### src/rtl/rca_4_pkg.sv
// rca_4_pkg -- shared constants for the registered ripple-carry adder.
//   RCA_WIDTH  : default operand/sum width
//   RST_*      : values the output register takes while rst is asserted
package rca_4_pkg;

  localparam int   RCA_WIDTH = 4;

  // Reset image of the output register: empty sum, no carry, no overflow,
  // and a zero flag that is consistent with the all-zero sum.
  localparam logic RST_S_BIT = 1'b0;
  localparam logic RST_COUT  = 1'b0;
  localparam logic RST_V     = 1'b0;
  localparam logic RST_Z     = 1'b1;

endpackage : rca_4_pkg

### src/rtl/rca_4_full_adder.sv
// full_adder -- one purely combinational ripple stage.
//   a, b : addend bits
//   cin  : carry from the previous stage
//   s    : sum bit
//   cout : carry into the next stage
module full_adder (
  input  logic a,
  input  logic b,
  input  logic cin,
  output logic s,
  output logic cout
);

  logic prop_s;

  assign prop_s = a ^ b;
  assign s      = prop_s ^ cin;
  // Generate when both bits are set, otherwise propagate the incoming carry.
  assign cout   = (a & b) | (cin & prop_s);

endmodule : full_adder

### src/rtl/rca_4.sv
// rca_4 -- WIDTH-bit ripple-carry adder with registered result and flags.
//   clk  : rising-edge clock for all state
//   rst  : asynchronous active-high reset of the output register
//   A, B : unsigned addends
//   Cin  : carry-in (weight 1)
//   S    : registered sum bits
//   Cout : registered carry-out (weight 2^WIDTH)
//   V    : registered two's-complement overflow flag
//   Z    : registered zero flag (S all zeros, Cout ignored)
// Result latency is one cycle; a new result is produced every cycle.
module rca_4
  import rca_4_pkg::*;
#(
  parameter int WIDTH = RCA_WIDTH
) (
  input  logic             clk,
  input  logic             rst,
  input  logic [WIDTH-1:0] A,
  input  logic [WIDTH-1:0] B,
  input  logic             Cin,
  output logic [WIDTH-1:0] S,
  output logic             Cout,
  output logic             V,
  output logic             Z
);

  logic [WIDTH:0]   carry_s;
  logic [WIDTH-1:0] sum_s;
  logic             ovf_s;
  logic             zero_s;

  logic [WIDTH-1:0] s_r;
  logic             cout_r;
  logic             v_r;
  logic             z_r;

  assign carry_s[0] = Cin;

  genvar gi;
  generate
    for (gi = 0; gi < WIDTH; gi++) begin : g_stage
      full_adder u_fa (
        .a    (A[gi]),
        .b    (B[gi]),
        .cin  (carry_s[gi]),
        .s    (sum_s[gi]),
        .cout (carry_s[gi+1])
      );
    end
  endgenerate

  // Signed overflow shows up as disagreement between the carries into and
  // out of the sign stage.
  assign ovf_s  = carry_s[WIDTH] ^ carry_s[WIDTH-1];
  assign zero_s = ~|sum_s;

  // Output register: async reset to the reset image, else capture this cycle's result.
  always_ff @(posedge clk or posedge rst) begin
    if (rst) begin
      s_r    <= {WIDTH{RST_S_BIT}};
      cout_r <= RST_COUT;
      v_r    <= RST_V;
      z_r    <= RST_Z;
    end else begin
      s_r    <= sum_s;
      cout_r <= carry_s[WIDTH];
      v_r    <= ovf_s;
      z_r    <= zero_s;
    end
  end

  assign S    = s_r;
  assign Cout = cout_r;
  assign V    = v_r;
  assign Z    = z_r;

endmodule : rca_4

### config.mk
export PLATFORM = sky130hd
export DESIGN_NAME = rca_4
export DESIGN_NICKNAME = d
export VERILOG_FILES = /design/src/rtl/rca_4_pkg.sv /design/src/rtl/rca_4_full_adder.sv /design/src/rtl/rca_4.sv
export SDC_FILE = /design/constraint.sdc
export NUM_CORES = 1
export LEC_CHECK = 0
export ABC_AREA = 1
export CORE_AREA = 4 4 41 43
export DETAILED_ROUTE_END_ITERATION = 16
export DIE_AREA = 0 0 45 47
export GPL_ROUTABILITY_DRIVEN = 0
export GPL_TIMING_DRIVEN = 1
export PLACE_DENSITY_LB_ADDON = 0.25
export SYNTH_ARGS = -nofsm -noshare
export SYNTH_HDL_FRONTEND = slang
export SYNTH_SLANG_ARGS = --single-unit
### constraint.sdc
create_clock -name clk -period 0.8 [get_ports clk]
set_input_delay 0.16 -clock clk [delete_from_list [all_inputs] [get_ports clk]]
set_output_delay 0.16 -clock clk [all_outputs]
set_load 0.01 [all_outputs]
### Word level (Yosys, flattened, before mapping)

Cells that the tools add are included.

* reduce and logical (&&, ||, !) cells: 2
* muxes and demuxes: 0
* add/subtract/negate cells: 0
* bitwise logic cells: 21
* equal/unequal tests: 0
* magnitude comparators: 0
* shift-type cells: 0
* divide/modulo/power cells: 0
* $mul: 0

Operator list (number)
* bitwise XOR 1 bit: 9
* AND 1 bit: 8
* OR 1 bit: 4
* OR reduction 4 bit: 1
* logical NOT 1 bit: 1

* memory bits (read-only): 0
* memories kept: 0
* latch bits: 0
* bits in registers: 7
* memory bits (writable): 0
* logic and storage cells: 27
* bits of input ports: 11
* output and inout port bits: 7

### Longest topological paths before layout

Gate-level depths: netlist of the first run.

* depth in word-level cells: 10
* mapped depth: 8
* gate-level depth less buffers: 8

### By module

A second synthesis of the first run with hierarchy kept.

* cell total of the unflattened synthesis: 23
* area, all modules: 301.5 µm²

By module, submodules not included
* rca_4: seq. area each 176.4 µm², times used 1, cells an instance 19, area an instance 221.5 µm²
* full_adder: seq. area each 0.0 µm², times used 4, cells an instance 1, area an instance 20.0 µm²

### Worst setup path after synthesis of the first run

OpenSTA, ideal clock, no wires.

* path type: input-to-reg
* start point: input port A[0]
* end point: register z_r, in the netlist Z
* library setup time: 0.074 ns
* data arrival time: 1.949 ns
* setup slack: -1.223 ns
* buffers on the path: 0
* stages on the path: 7
* data required time: 0.726 ns
* path through: fa_1 > fa_1 > fa_1 > inv_2 > fa_1 > nand2_1 > nor2_1

* cells in the longest elaborated chain, start to end: 10
* elaborated cells on any way between the ends: 14
* classes of those cells: bitwise: 12; reduce/logical: 2

Ends and longest elaborated chain
* from (decl): RTL line rca_4.sv:18 `input logic [WIDTH-1:0] A,`
* bitwise XOR 1 bit: RTL line rca_4_full_adder.sv:16 `assign prop_s = a ^ b;`
* AND 1 bit: RTL line rca_4_full_adder.sv:19 `assign cout = (a & b) | (cin & prop_s);`
* OR 1 bit: RTL line rca_4_full_adder.sv:19
* AND 1 bit: RTL line rca_4_full_adder.sv:19
* OR 1 bit: RTL line rca_4_full_adder.sv:19
* AND 1 bit: RTL line rca_4_full_adder.sv:19
* OR 1 bit: RTL line rca_4_full_adder.sv:19
* bitwise XOR 1 bit: RTL line rca_4_full_adder.sv:17 `assign s = prop_s ^ cin;`
* OR reduction 4 bit (*): RTL line rca_4.sv:55 `assign zero_s = ~|sum_s;`
* logical NOT 1 bit (*): RTL line rca_4.sv:55
* net zero_s: RTL line rca_4.sv:30 `logic zero_s;`
* to (signal assigned): RTL line rca_4.sv:68 `z_r <= zero_s;`
* to (decl): RTL line rca_4.sv:35 `logic z_r;`

Mark *: on every way through the listed nets, which the timed path passes. The rest lies on a longest branch.

### Final worst setup path of the first run

Ends and elaborated chain as after synthesis.

==> impl_metrics.py, run 1 <==
metrics = {
    "routing": {
        "wl_met1_um": 163,
        "detail_route.first_pass.iterations": 2,
        "vias": 221,
        "avgRoutedWirePerCell_um": 9.000,
        "maxUsedRoutingLayer": "met4",
        "ant_nets": 0,
        "drc": 0,
        "drt_iter0_drc": 2,
        "wl_met2_um": 309,
        "wl_um": 558,
        "wl_met3_um": 69,
        "routed_via_density": 3.565,
    },
    "grt": {
        "grt_use_total_pct": 6.255,
        "grt_pass1_wl_um": 855,
        "grt_overflow_total": 0,
        "grt_antenna_before_repair": 0,
        "grt_pass1_vias": 236,
        "grt_max_degree": 8,
    },
    "finish": {
        "antennaDiodeCount": 0,
        "syn_to_final_growth_pct": 58.80,
        "instances_no_fill": 62,
        "drive_above_1_share_pct": 38.30,
        "fin_nets": 63,
    },
    "synthesis": {
        "synth.distinct_cells": 7,
        "syn_nets": 41,
        "async_flop_share_pct": 100.0,
        "synth_top_area_cell": "dfrtp_1",
        "yosys_warnings": 0,
        "ys_ff_latch": 7,
        "ys_top_cells_by_count": "8 x inv_1, 6 x dfrtp_1, 5 x nand2_1",
        "ys.flop_type": "dfrtp_1",
        "synth_edf_count": 0,
        "yosysTopAreaCellShare_pct": 48.00,
        "avgSynthCellArea_sq_um": 12.03,
        "netlist_top_cells_area": "dfrtp_1 48%, fa_1 26%, inv_1 9.6%, dfstp_2 8.4%, nand2_1 6.0%",
        "ys_seq_area_share_pct": 56.40,
        "yosysMostFrequentCell": "inv_1",
        "syn-cell-area_sq_um": 312.8,
        "synth_cells": 26,
    },
    "worst_setup_path": {
        "critPathArrivalTime_ns": 1.95,
        "cpMostUsedCell": "fa_2",
        "cpMaxStageDelayCell": "fa_1",
        "crit_required_ns": 0.99,
        "worstSetupPathType": "input pin to flip-flop",
        "cp_slowest_stage_delay_ns": 0.42,
        "startpoint_type": "input pin",
        "path_cells": "buf_6, fa_2, fa_2, fa_2, inv_2, fa_1, nand2_1, nor2_1",
        "crit_path_end_kind": "flip-flop",
        "path_max_fanout": 2,
    },
    "outcome": {
        "status": "finished, violations left",
        "violations": "setup timing",
    },
    "power_and_ir_drop": {
        "ir_drop_uv": 614.0,
        "p_leak_uw": 0.0002563,
        "p_per_area_nw_per_um2": 1975,
    },
    "sta": {
        "timing.final.max_slew_violations": 0,
        "tightestPinTransition_ns": 0.2383,
        "rsz0062_at_grt": "true",
        "hold_viol": 0,
        "setup_violations": 13,
        "timing.final.ws_setup_ns": -0.9637,
        "fin_crit_ns": 1.764,
        "period_share_pct": 220.5,
        "maxSlewHeadroom_pct": 84.10,
        "fmax_mhz": 567.0,
    },
    "cts": {
        "cts_made_buffers": 3,
        "hold_buffers": 0,
        "cts_tree": "yes",
        "cts_sinks": 7,
        "cts-root-buf": "clkbuf_4",
        "cts_setup_buffers": 0,
        "htreeDepth": 1,
        "clockBufferDepth": 2,
        "clk_pin_slew_ns": 0.05,
    },
    "place": {
        "port_buffers": 17,
        "numPlacedInstances": 58,
        "dp_slack_ns": -1.658,
    },
    "floorplan": {
        "core_area_sq_um": 1301,
        "die_w_um": 45,
        "start_util_pct": 24.04,
        "die_area_sq_um": 2115,
        "fp.dieH_um": 47,
        "ioPinCount": 18,
        "placementRows": 13,
    },
    "min_path": {
        "hold_path.class": "input pin to asynchronous set/reset pin",
    },
    "job": {
        "maxCapViolCount": 0,
    },
}
final timing paths:
kind	start	endpoint	slack (ns)	cells past startpoint
min	rst	S[0]	0.13	2
min in group clk	A[0]	S[0]	0.23	2
max in group asynchronous	rst	Z	0.41	2
max	A[0]	Z	-0.96	8
registers in the layout (all words and copies together), names as in the netlist:
signal  count
S           4
Cout        1
V           1
Z           1
metal layers:
metal / vias up / global-route usage [%]
li1: 110 / -
met1: 94 / 4.751
met2: 15 / 10.73
met3: 2 / 1.916
met4: 0 / 8.772
met5: - / 0
logic make-up after synthesis:
family | synth area share, %
adders and majority gates | 25.60
buffers and inverters | 10.80
DFF | 56.40
and+or+nand+nor | 7.199
power by group:
part	total, uW	internal, uW	switching, uW
sequential	423	411	12.9
combinational	243	124	119
clock	315	190	125
total	981	724	257
per-stage QoR:
stage / setup TNS (ns) / utilization (%) / area [sq um] / hold WS, ns / power (uW)
after detailed placement: -10.22 / 39.13 / 509.2 / 0.4021 / 738.5
after CTS: -4.967 / 38.17 / 496.7 / 0.1468 / 995.4
after global routing: -5.291 / 38.17 / 496.7 / 0.1852 / 1051
after floorplan: -5.105 / - / 320.3 / -0.03733 / 551.0
after global placement: -10.02 / 39.13 / 509.2 / 0.3929 / 725.9
final: -4.859 / 38.17 / 496.7 / 0.1314 / 981.3
worst max-delay path: cells and delay by family:
kind / cells / cell delay (ns)
fa+ha+maj: 4 / 1.49
simple gates: 2 / 0.12
buf+inv: 2 / 0.16
timing repair:
item	CTS	global route
pin swaps	6	0
gates resized for setup	43	0
setup endpoints to repair	14	13
gates cloned	0	0
layout by cell type, fill, tap and decap left out:
master,instances
dlygate4sd2_1,1
fa_1,1
clkbuf_1,1
clkbuf_4,3
dfstp_2,1
buf_6,2
buf_2,8
fa_2,3
dfrtp_1,6
clkdlybuf4s50_1,6
nor2_1,1
inv_2,1
inv_1,8
nand2_1,5
final cells by class:
type | instances | area (sq um)
clock buffer | 4 | 26.28
fill | 140 | 804.5
inverter | 9 | 33.78
multi-input combinational | 10 | 110.1
sequential | 7 | 176.4
tap | 15 | 18.77
timing repair buffer | 17 | 131.4
Power figures use the tool's default switching activity.
==> run 2: changes to the inputs <==
- CAP_MARGIN: not set -> 20
==> results of run 2 <==
No change in the layout: final DEF, timing and power equal those of run 1.
